### config.mk
export PLATFORM = sky130hd
export DESIGN_NAME = data_mem_lsu_flat
export DESIGN_NICKNAME = d
export VERILOG_FILES = /design/src/rtl/data_mem_pkg.sv /design/src/rtl/data_mem_lsu_if.sv /design/src/rtl/mem_lane_ext.sv /design/src/rtl/data_mem_lsu.sv /design/src/flat_wrapper.sv
export SDC_FILE = /design/constraint.sdc
export NUM_CORES = 2
export LEC_CHECK = 0
export BUFFER_PORTS_ARGS = -buffer_cell sky130_fd_sc_hd__buf_2
export CELL_PAD_IN_SITES_DETAIL_PLACEMENT = 1
export CELL_PAD_IN_SITES_GLOBAL_PLACEMENT = 1
export CORE_MARGIN = 4
export CORE_UTILIZATION = 40
export CTS_BUF_LIST = sky130_fd_sc_hd__clkbuf_4 sky130_fd_sc_hd__clkbuf_8
export CTS_CLUSTER_DIAMETER = 150
export DETAILED_ROUTE_END_ITERATION = 7
export HOLD_SLACK_MARGIN = 0.08
export PLACE_DENSITY = 0.65
export SYNTH_ARGS = -nofsm -noshare
export SYNTH_HDL_FRONTEND = slang
export SYNTH_SLANG_ARGS = --single-unit
### constraint.sdc
create_clock -name clk -period 2.25 [get_ports clk]
set_input_delay 0.675 -clock clk [delete_from_list [all_inputs] [get_ports clk]]
set_output_delay 0.675 -clock clk [all_outputs]
set_load 0.01 [all_outputs]
### src/rtl/data_mem_pkg.sv
// Shared funct3 codes and LSU FSM states for the data memory load/store path.
package data_mem_pkg;

  localparam logic [2:0] F3_B  = 3'b000;
  localparam logic [2:0] F3_H  = 3'b001;
  localparam logic [2:0] F3_W  = 3'b010;
  localparam logic [2:0] F3_BU = 3'b100;
  localparam logic [2:0] F3_HU = 3'b101;

  typedef enum logic [1:0] {
    IDLE,
    WAIT,
    RESP
  } lsu_state_e;

  // Unsigned loads have no store form; H/W need natural alignment.
  function automatic logic req_bad(
    input logic       we,
    input logic [2:0] f3,
    input logic [1:0] a
  );
    logic bad;
    unique case (f3)
      F3_B:    bad = 1'b0;
      F3_H:    bad = a[0];
      F3_W:    bad = |a;
      F3_BU:   bad = we;
      F3_HU:   bad = we | a[0];
      default: bad = 1'b1;
    endcase
    return bad;
  endfunction

endpackage

### src/rtl/data_mem_lsu_if.sv
// Valid/ready request and fixed-latency response bundle between core and LSU.
interface data_mem_lsu_if #(
  parameter int ADDR_W = 8
);

  logic              req_valid;
  logic              req_ready;
  logic              req_we;
  logic [2:0]        req_funct3;
  logic [ADDR_W-1:0] req_addr;
  logic [31:0]       req_wdata;
  logic              rsp_valid;
  logic [31:0]       rsp_rdata;
  logic              rsp_err;

  modport master (
    output req_valid, req_we, req_funct3,
    output req_addr, req_wdata,
    input  req_ready, rsp_valid,
    input  rsp_rdata, rsp_err
  );

  modport slave (
    input  req_valid, req_we, req_funct3,
    input  req_addr, req_wdata,
    output req_ready, rsp_valid,
    output rsp_rdata, rsp_err
  );

endinterface

### src/rtl/mem_lane_ext.sv
// Byte/half lane select with sign/zero extension, plus store byte mask.
module mem_lane_ext
  import data_mem_pkg::*;
(
  input  logic        we_i,
  input  logic [2:0]  funct3_i,
  input  logic [1:0]  addr_lo_i,
  input  logic [31:0] wdata_i,
  input  logic [31:0] rword_i,
  output logic [31:0] rdata_o,
  output logic [3:0]  wmask_o,
  output logic [31:0] wdata_o,
  output logic        err_o
);

  logic [7:0]  byte_sel;
  logic [15:0] half_sel;
  logic [31:0] ld_ext;
  logic [3:0]  mask_raw;

  assign err_o = req_bad(we_i, funct3_i, addr_lo_i);

  always_comb begin
    byte_sel = rword_i[7:0];
    unique case (addr_lo_i)
      2'd0: byte_sel = rword_i[7:0];
      2'd1: byte_sel = rword_i[15:8];
      2'd2: byte_sel = rword_i[23:16];
      2'd3: byte_sel = rword_i[31:24];
    endcase
    half_sel = addr_lo_i[1] ? rword_i[31:16]
                            : rword_i[15:0];
  end

  always_comb begin
    ld_ext   = '0;
    mask_raw = '0;
    wdata_o  = wdata_i;
    case (funct3_i)
      F3_B: begin
        ld_ext   = {{24{byte_sel[7]}}, byte_sel};
        mask_raw = 4'b0001 << addr_lo_i;
        wdata_o  = {4{wdata_i[7:0]}};
      end
      F3_H: begin
        ld_ext   = {{16{half_sel[15]}}, half_sel};
        mask_raw = addr_lo_i[1] ? 4'b1100 : 4'b0011;
        wdata_o  = {2{wdata_i[15:0]}};
      end
      F3_W: begin
        ld_ext   = rword_i;
        mask_raw = 4'b1111;
      end
      F3_BU:   ld_ext = {24'b0, byte_sel};
      F3_HU:   ld_ext = {16'b0, half_sel};
      default: ld_ext = '0;
    endcase
  end

  assign rdata_o = (err_o | we_i) ? '0 : ld_ext;
  assign wmask_o = (we_i & ~err_o) ? mask_raw : 4'b0;

endmodule

### src/rtl/data_mem_lsu.sv
// Byte-addressed data memory with sized loads/stores and fixed read latency.
module data_mem_lsu
  import data_mem_pkg::*;
#(
  parameter int ADDR_W   = 8,
  parameter int READ_LAT = 1
) (
  input logic           clk,
  input logic           rst,
  data_mem_lsu_if.slave mem_if
);

  localparam int DEPTH = 2 ** (ADDR_W - 2);
  localparam int CNT_W = $clog2(READ_LAT) + 1;
  localparam logic [CNT_W-1:0] LAST =
    CNT_W'(READ_LAT - 1);

  logic [31:0] mem_q [DEPTH] = '{
    0: 32'd17, 1: 32'd9, 2: 32'd25,
    default: 32'd0
  };

  lsu_state_e       state_q;
  logic [CNT_W-1:0] cnt_q;
  logic [CNT_W-1:0] cnt_d;
  logic             ready_q;
  logic             rsp_valid_q;
  logic [31:0]      rsp_rdata_q;
  logic             rsp_err_q;
  logic [31:0]      pend_rdata_q;
  logic             pend_err_q;

  logic              accept;
  logic [ADDR_W-3:0] widx;
  logic [31:0]       ld_data;
  logic [3:0]        wmask;
  logic [31:0]       wdata_rep;
  logic              err;

  assign accept = mem_if.req_valid & ready_q;
  assign widx   = mem_if.req_addr[ADDR_W-1:2];
  assign cnt_d  = cnt_q + 1'b1;

  mem_lane_ext u_lane (
    .we_i      (mem_if.req_we),
    .funct3_i  (mem_if.req_funct3),
    .addr_lo_i (mem_if.req_addr[1:0]),
    .wdata_i   (mem_if.req_wdata),
    .rword_i   (mem_q[widx]),
    .rdata_o   (ld_data),
    .wmask_o   (wmask),
    .wdata_o   (wdata_rep),
    .err_o     (err)
  );

  // Array has no reset: stored data must survive rst.
  always_ff @(posedge clk) begin
    for (int i = 0; i < 4; i++) begin
      if (accept && wmask[i])
        mem_q[widx][8*i +: 8] <= wdata_rep[8*i +: 8];
    end
  end

  always_ff @(posedge clk or posedge rst) begin
    if (rst) begin
      state_q      <= IDLE;
      cnt_q        <= '0;
      ready_q      <= 1'b1;
      rsp_valid_q  <= 1'b0;
      rsp_rdata_q  <= '0;
      rsp_err_q    <= 1'b0;
      pend_rdata_q <= '0;
      pend_err_q   <= 1'b0;
    end else begin
      rsp_valid_q <= 1'b0;
      rsp_rdata_q <= '0;
      rsp_err_q   <= 1'b0;
      unique case (state_q)
        IDLE, RESP: begin
          if (accept) begin
            cnt_q        <= '0;
            pend_rdata_q <= ld_data;
            pend_err_q   <= err;
            if (READ_LAT == 1) begin
              state_q     <= RESP;
              ready_q     <= 1'b1;
              rsp_valid_q <= 1'b1;
              rsp_rdata_q <= ld_data;
              rsp_err_q   <= err;
            end else begin
              state_q <= WAIT;
              ready_q <= 1'b0;
            end
          end else begin
            state_q <= IDLE;
            ready_q <= 1'b1;
          end
        end
        WAIT: begin
          cnt_q <= cnt_d;
          if (cnt_d == LAST) begin
            state_q     <= RESP;
            ready_q     <= 1'b1;
            rsp_valid_q <= 1'b1;
            rsp_rdata_q <= pend_rdata_q;
            rsp_err_q   <= pend_err_q;
          end
        end
        default: begin
          state_q <= IDLE;
          ready_q <= 1'b1;
        end
      endcase
    end
  end

  assign mem_if.req_ready = ready_q;
  assign mem_if.rsp_valid = rsp_valid_q;
  assign mem_if.rsp_rdata = rsp_rdata_q;
  assign mem_if.rsp_err   = rsp_err_q;

endmodule

### src/flat_wrapper.sv
// flat-port wrapper written by rule: the top's interface ports become plain ports
module data_mem_lsu_flat import data_mem_pkg::*;
#(
  parameter int ADDR_W   = 8,
  parameter int READ_LAT = 1
)
  (clk, rst, mem_if_req_valid, mem_if_req_we, mem_if_req_funct3, mem_if_req_addr, mem_if_req_wdata, mem_if_req_ready, mem_if_rsp_valid, mem_if_rsp_rdata, mem_if_rsp_err);
  data_mem_lsu_if #(.ADDR_W(ADDR_W)) mem_if_i ();
  input logic clk;
  input logic rst;
  input wire logic [$bits(mem_if_i.req_valid)-1:0] mem_if_req_valid;
  input wire logic [$bits(mem_if_i.req_we)-1:0] mem_if_req_we;
  input wire logic [$bits(mem_if_i.req_funct3)-1:0] mem_if_req_funct3;
  input wire logic [$bits(mem_if_i.req_addr)-1:0] mem_if_req_addr;
  input wire logic [$bits(mem_if_i.req_wdata)-1:0] mem_if_req_wdata;
  output wire logic [$bits(mem_if_i.req_ready)-1:0] mem_if_req_ready;
  output wire logic [$bits(mem_if_i.rsp_valid)-1:0] mem_if_rsp_valid;
  output wire logic [$bits(mem_if_i.rsp_rdata)-1:0] mem_if_rsp_rdata;
  output wire logic [$bits(mem_if_i.rsp_err)-1:0] mem_if_rsp_err;
  assign mem_if_i.req_valid = mem_if_req_valid;
  assign mem_if_i.req_we = mem_if_req_we;
  assign mem_if_i.req_funct3 = mem_if_req_funct3;
  assign mem_if_i.req_addr = mem_if_req_addr;
  assign mem_if_i.req_wdata = mem_if_req_wdata;
  assign mem_if_req_ready = mem_if_i.req_ready;
  assign mem_if_rsp_valid = mem_if_i.rsp_valid;
  assign mem_if_rsp_rdata = mem_if_i.rsp_rdata;
  assign mem_if_rsp_err = mem_if_i.rsp_err;
  data_mem_lsu #(.ADDR_W(ADDR_W), .READ_LAT(READ_LAT)) u_core (.clk(clk), .rst(rst), .mem_if(mem_if_i));
endmodule
**Word level (Yosys, flattened, before mapping)**

Memory sizes are Yosys's and may differ from the RTL's.
Index checks and enable logic that the tools add are counted.
W data, S select, Z words.

- Bits in registers: 71
- Input port bits: 47
- RAM bits: 2048
- Memories: 1

- Shift operators: 1
- Bitwise operators: 5
- Muxes and demuxes: 33
- Add/subtract/negate cells: 1
- Reduce and logical (&&, ||, !) cells: 12
- Eq/ne operators: 11

Memories:

| memory | words | width | read ports | clocked after memory_dff | write ports | RTL line | text |
|---|---|---|---|---|---|---|---|
| u_core.mem_q | 64 | 32 | 1 | 0 | 1 | data_mem_lsu.sv:18 | `logic [31:0] mem_q [DEPTH] = '{` |

Operator list:

| kind | count |
|---|---|
| $pmux W32 S5 | 1 |
| $pmux W32 S2 | 2 |
| $mux W32 | 3 |
| $pmux W8 S4 | 1 |
| $mux W16 | 1 |
| $mux W1 | 15 |
| $pmux W4 S3 | 1 |
| $mux W4 | 2 |
| $eq A2 B2 Y1 const B | 3 |
| $eq A3 B3 Y1 const B | 2 |
| $pmux W1 S2 | 3 |
| $pmux W1 S5 | 1 |
| $eq A2 B1 Y1 const B | 2 |
| $logic_and A1 B1 Y1 | 4 |
| $logic_not A2 Y1 | 2 |
| $mux W2 | 2 |
| $pmux W2 S2 | 1 |
| $reduce_and A2 Y1 | 2 |
| $reduce_or A2 Y1 | 2 |
| $shl A1 B2 Y4 const A | 1 |
| $eq A3 B1 Y1 const B | 1 |
| $eq A3 B2 Y1 const B | 1 |
| $logic_not A3 Y1 | 1 |
| $and A1 B1 Y1 | 2 |
| other kinds (6) | 7 |

**Logic depth before layout (Yosys ltp)**

- Depth after elaboration: 8
- Mapped depth: 16
- Depth with buffers taken out: 8

**Modules after synthesis**

Synthesis repeated with hierarchy kept, for this count alone.

- Cell total of the unflattened synthesis: 5002
- Area, all modules: 81251.7 µm²

By module, submodules not included:

| module | cells an instance | area an instance (µm²) | times used |
|---|---|---|---|
| data_mem_lsu | 4817 | 79990.5 | 1 |
| mem_lane_ext | 185 | 1261.2 | 1 |

**Worst setup path before layout**

No wires, ideal clock.

- Path type: input -> register
- Start point: in mem_if_req_funct3[2]
- End point: mem u_core.mem_q[0][24] (data pin)
- Cell stages on the path: 5
- Buffers on the path: 2
- Slack: -1611 ps
- Data arrival time: 3312 ps
- Cell sequence: clkbuf_1 > nor2_1 > clkbuf_1 > nor2_1 > a21oi_1

- Longest elaborated chain between the ends: 2
- Elaborated cells on any way between the ends: 3
- Classes of those cells: eq/ne: 1; mux: 1; reduce/logical: 1

Ends and longest elaborated chain:

| what | RTL line | text |
|---|---|---|
| from (decl) | flat_wrapper.sv:13 | `input wire logic [$bits(mem_if_i.req_funct3)-1:0] mem_if_req_funct3;` |
| $eq A3 B1 Y1 / $logic_not A3 Y1 (equally long branches) | mem_lane_ext.sv:39 | `case (funct3_i)` |
| $pmux W32 S2 (*) | mem_lane_ext.sv:39 |  |
| net u_core.u_lane.wdata_o[24] | mem_lane_ext.sv:12 | `output logic [31:0] wdata_o,` |
| to (decl) | data_mem_lsu.sv:18 |  |

The timed path passes the listed nets; every way through them passes the cells marked *.

**Final worst setup path**

- Start point: in mem_if_req_addr[4]
- End point: reg u_core.rsp_rdata_q[11], in the netlist u_core.mem_if.rsp_rdata[11]

- Longest elaborated chain between the ends: 6
- Elaborated cells on any way between the ends: 7
- Classes of those cells: mux: 6; memory: 1

Ends and longest elaborated chain:

| what | RTL line | text |
|---|---|---|
| from (decl) | flat_wrapper.sv:14 | `input wire logic [$bits(mem_if_i.req_addr)-1:0] mem_if_req_addr;` |
| $mem_v2 Z64 W32 (*) | -- |  |
| $pmux W8 S4 / $mux W16 (equally long branches) | mem_lane_ext.sv:25, mem_lane_ext.sv:31 |  |
| $pmux W32 S5 (*) | mem_lane_ext.sv:39 |  |
| $mux W32 (*) | mem_lane_ext.sv:60 | `assign rdata_o = (err_o \| we_i) ? '0 : ld_ext;` |
| $mux W32 (*) | data_mem_lsu.sv:80 | `if (accept) begin` |
| $pmux W32 S2 (*) | data_mem_lsu.sv:78 | `unique case (state_q)` |
| to (signal assigned) | data_mem_lsu.sv:88 | `rsp_rdata_q <= ld_data;` |
| to (signal assigned) | data_mem_lsu.sv:105 | `rsp_rdata_q <= pend_rdata_q;` |
| to (decl) | data_mem_lsu.sv:28 | `logic [31:0] rsp_rdata_q;` |

Every way passes the cells marked *; elsewhere a longest branch is shown, timed or not.
A chain may end at the register's enable or synchronous reset.

==> impl_metrics.csv <==
group,metric,value,unit
grt,grt_pass1_wl,461900,um
synthesis,synth_sequential_area_ratio,76.31,%
synthesis,syn_area_per_cell,17.14,um2
sta,actual_transition_at_the_worst_max_transition_pin,1.090,ns
route,routed-via-count,56670,
synthesis,syn_inst,4766,
synthesis,asyncSetResetFlopFracSynth,1.633,%
power,peakVddDrop,665.7,uV
synthesis,synth_top_family_by_area,"compound AO/OA/AOI/OAI gates",
floorplan,core_area,0.2027,mm2
grt,initial_antenna_violation_count,15,
power,p_sw_share,24.12,%
min_path,min-delay-start,"mem_if_req_we",
sta,fmax,348.5,MHz
place,pre_cts_ws,-2.014,ns
sta,max-slew-margin-rel,27.05,%
sta,final_critical_path_setup_slack,-0.6195,ns
flow_run,timing.max_cap.violations,0,
setup_path,critical_path_required,3.18,ns
clock_network,clock_insertion_delay_worst_skew,1.10,ns
place,routabilityCongestion,0.9683,
synthesis,synth-compound-area-share,9.851,%
grt,gr-total-overflow,0,
sta,timing.final.max_slew_violations,0,
synthesis,synth_largest_area_cell,"sky130_fd_sc_hd__edfxtp_1",
power,cellInternalPower,62.42,mW
clock_network,cts.root.buffer_cell,"sky130_fd_sc_hd__clkbuf_8",
cells_and_area,area_growth_syn_to_layout,28.21,%
sta,clock-skew-final,0.09430,ns
setup_path,crit_path_start_kind,"input pin",
clock_network,clock-sinks,2082,
route,final_antenna_net_count,0,
grt,gr-usage-all-layers,31.44,%
floorplan,chipWidth,460.0,um
route,vias_per_cell,6.311,
synthesis,synthSimpleGateAreaFrac,4.286,%
power,power.density_cell_area,785.3,mW/mm2
clock_network,tritoncts,"yes",
setup_path,worst_setup_path_end_kind,"register",
synthesis,synthAdderAreaFrac,0,%
setup_path,worst-r2r-setup-slack,-0.58,ns
min_path,hp-class,"in -> reg",
synthesis,synth.lib_cells_used.distinct,87,
place,place.detailed.hpwl,236000,um
power,share_seq_of_total_power,52.1,%
power,pwr-share-clk,39.2,%
cells_and_area,postLayoutCoreUtil,51.67,%
sta,rsz0062_at_grt,"true",
route,route.final.wire_length,338700,um
clock_network,maximum_clock_path_buffer_count,4,
setup_path,timing_worst_setup_path_type,"in -> reg",
floorplan,die_y,460.0,um
clock_network,clkTransAtPathRegs,0.06,ns
cells_and_area,final_cells,8980,
setup_path,worstSetupStartpoint,"mem_if_req_addr[4]",
place,placed_cells_incl_taps,8351,
route,drt-wirelength-per-cell,37.72,um
floorplan,floorplan.die_area,0.2116,mm2
route,drcViolationCount,6,
sta,final_hold_viol_count,0,
sta,min_period_over_period,127.5,%
synthesis,postSynthRegisterBits,2082,
setup_path,crit-reg2reg-launch,"u_core.mem_q[61][27]",
synthesis,post_synthesis_instance_area,0.08170,mm2
synthesis,xor_xnor_portion_of_the_synthesized_cell_area,0,%
synthesis,post_synth_main_area_contributors,"sky130_fd_sc_hd__edfxtp_1 (75%), sky130_fd_sc_hd__mux2i_1 (3.5%), sky130_fd_sc_hd__a22oi_1 (2.3%)",
synthesis,synthFlopType,"sky130_fd_sc_hd__edfxtp_1",
synthesis,post_synth_edffs,2048,
synthesis,synth.top_cell.area_share,75.27,%
grt,pin_count_of_the_biggest_net_entering_global_routing,65,
power,p_sw,19.84,mW
sta,finalSetupViolCount,66,
sta,period_needed,2.869,ns
floorplan,placementRows,165,
run_status,failed_checks,"design-rule violations, negative setup slack",
synthesis,synth.area.mux_share,7.227,%
place,io_buffers,80,
cells_and_area,final_nets,6113,
synthesis,yosys_warnings,0,
power,power.static_leakage,35.84,nW
setup_path,critical_path_peak_fanout,11,
floorplan,initial_utilization,40.30,%
cells_and_area,drive_gt1_share,36.53,%
grt,via_count_of_the_first_global_routing_pass,57000,
clock_network,clock_tree.htree_level_count,5,
clock_network,cts-buffers-inserted,346,
synthesis,syn_nets,4813,
floorplan,top_level_ports,82,
route,drt-initial-drc-count,8674,
route,detailedRoute.firstPassIterationCount,8,
run_status,result_of_the_run,"finished, violations left",
power,combinationalPowerShare,8.7,%
setup_path,critical_path_arrival,3.80,ns
[repair_timing]
action,4_1_cts,5_1_grt
resized for setup,183,65
cloned,2,1
endpoints found under the setup margin,66,74
hold buffers,10,0
endpoints found under the hold margin,68,0
setup buffers,17,18
pin swaps,62,38
[cells by family after synthesis]
logic type,after synthesis
AND/OR/NAND/NOR,753
flip-flops,2082
other,1
AO/OA/AOI/OAI,1097
multiplexers,480
buffers and inverters,353
[cell usage after synthesis, types with 11 or more instances]
library cell	n
sky130_fd_sc_hd__o21ai_0	136
sky130_fd_sc_hd__a211oi_1	18
sky130_fd_sc_hd__o22a_1	25
sky130_fd_sc_hd__a22o_1	68
sky130_fd_sc_hd__a222oi_1	22
sky130_fd_sc_hd__and3_1	13
sky130_fd_sc_hd__a21oi_1	117
sky130_fd_sc_hd__nand3b_1	16
sky130_fd_sc_hd__nor2_1	355
sky130_fd_sc_hd__mux2i_1	288
sky130_fd_sc_hd__a31oi_1	49
sky130_fd_sc_hd__o2bb2ai_1	17
sky130_fd_sc_hd__a221o_1	49
sky130_fd_sc_hd__buf_6	29
sky130_fd_sc_hd__nor3_1	23
sky130_fd_sc_hd__o22ai_1	82
sky130_fd_sc_hd__mux2_2	114
sky130_fd_sc_hd__nor4_1	14
sky130_fd_sc_hd__o221ai_1	13
sky130_fd_sc_hd__nand4_1	22
sky130_fd_sc_hd__clkbuf_1	127
sky130_fd_sc_hd__nand2_1	169
sky130_fd_sc_hd__buf_4	55
sky130_fd_sc_hd__a22oi_1	248
sky130_fd_sc_hd__buf_2	99
sky130_fd_sc_hd__o211ai_1	25
sky130_fd_sc_hd__edfxtp_1	2048
sky130_fd_sc_hd__nand3_1	32
sky130_fd_sc_hd__nand2b_1	21
sky130_fd_sc_hd__a221oi_1	144
sky130_fd_sc_hd__buf_1	31
sky130_fd_sc_hd__dfrtp_1	34
sky130_fd_sc_hd__and2_1	11
sky130_fd_sc_hd__nor2b_1	15
sky130_fd_sc_hd__mux4_2	76
[cell usage in the layout, fill, tap and decap left out, types with 111 or more instances in the layout]
cell type and instances:
sky130_fd_sc_hd__a221oi_1 122, sky130_fd_sc_hd__a22oi_1 242, sky130_fd_sc_hd__buf_12 285, sky130_fd_sc_hd__buf_4 897, sky130_fd_sc_hd__clkbuf_8 356, sky130_fd_sc_hd__edfxtp_1 2048
sky130_fd_sc_hd__mux2_2 111, sky130_fd_sc_hd__mux2i_1 284, sky130_fd_sc_hd__nand2_1 150, sky130_fd_sc_hd__nor2_1 245
[routing by layer]
layer / vias to the layer above / global-route usage [%] / share of wire, %
met5: - / 0 / 0.011
met1: 29330 / 40.62 / 36
li1: 22060 / - / -
met4: 6 / 18.64 / 6.9
met3: 1026 / 8.421 / 12
met2: 4247 / 47.80 / 45
[sequential cells by signal, indices dropped and copies added, names as in the netlist]
name                     flops
u_core.mem_q              2048
u_core.mem_if.rsp_rdata     32
u_core.mem_if.rsp_err        1
u_core.mem_if.rsp_valid      1
[critical path, cell delays in order]
cell                        delay [ns]
sky130_fd_sc_hd__buf_16           0.13
sky130_fd_sc_hd__buf_12           0.15
sky130_fd_sc_hd__buf_12           0.14
sky130_fd_sc_hd__and2_4           0.21
sky130_fd_sc_hd__buf_12           0.18
sky130_fd_sc_hd__buf_4            0.15
sky130_fd_sc_hd__a22oi_1          0.22
sky130_fd_sc_hd__a21oi_1          0.10
sky130_fd_sc_hd__a211oi_1         0.53
sky130_fd_sc_hd__o22ai_1          0.23
sky130_fd_sc_hd__buf_4            0.19
sky130_fd_sc_hd__a211oi_2         0.33
sky130_fd_sc_hd__buf_4            0.22
sky130_fd_sc_hd__buf_4            0.11
sky130_fd_sc_hd__a2bb2oi_2        0.13
sky130_fd_sc_hd__o21ai_1          0.07
[layout make-up]
type / instances / area, um2
clock inverters: 127 / 743.2
fillers: 19170 / 97980
inverters: 10 / 46.29
repair buffers: 1295 / 13400
flip-flops and latches: 2082 / 62360
diodes: 11 / 27.53
well taps: 2672 / 3343
multi-input cells: 2331 / 19220
clock buffers: 452 / 5620
[power groups by stage]
stage | Sequential (mW) | Clock (mW) | Combinational (mW)
after floorplan | 43.7 | 0 | 2.58
after detailed placement | 43.7 | 0 | 6.62
after CTS | 42.9 | 32.5 | 6.87
after global placement | 43.7 | 0 | 6.49
after global routing | 42.8 | 34.3 | 7.27
final | 42.9 | 32.2 | 7.18
[worst paths after layout]
check                                              end  depth (start not counted)
max                        u_core.mem_if.rsp_rdata[11]                         16
min                        u_core.mem_if.rsp_rdata[15]                          6
max reg2reg                u_core.mem_if.rsp_rdata[11]                         10
min reg2reg                u_core.mem_if.rsp_rdata[26]                          5
max in group asynchronous  u_core.mem_if.rsp_rdata[12]                          4
min in group asynchronous   u_core.mem_if.rsp_rdata[1]                          4
[through the flow]
stage | power [mW] | hold slack, ns | TNS (ns) | instance area [um2]
after floorplan | 46.26 | 0.6577 | -1423.24 | 82640
after global placement | 50.15 | 0.7925 | -1635.97 | 96890
after detailed placement | 50.29 | 0.8205 | -1725.93 | 96890
after CTS | 82.18 | 0.1377 | -15.22 | 104300
after global routing | 84.43 | 0.2083 | -17.47 | 104700
final | 82.26 | 0.2271 | -16.89 | 104800
Note: power is estimated with default switching activity, not from simulation.
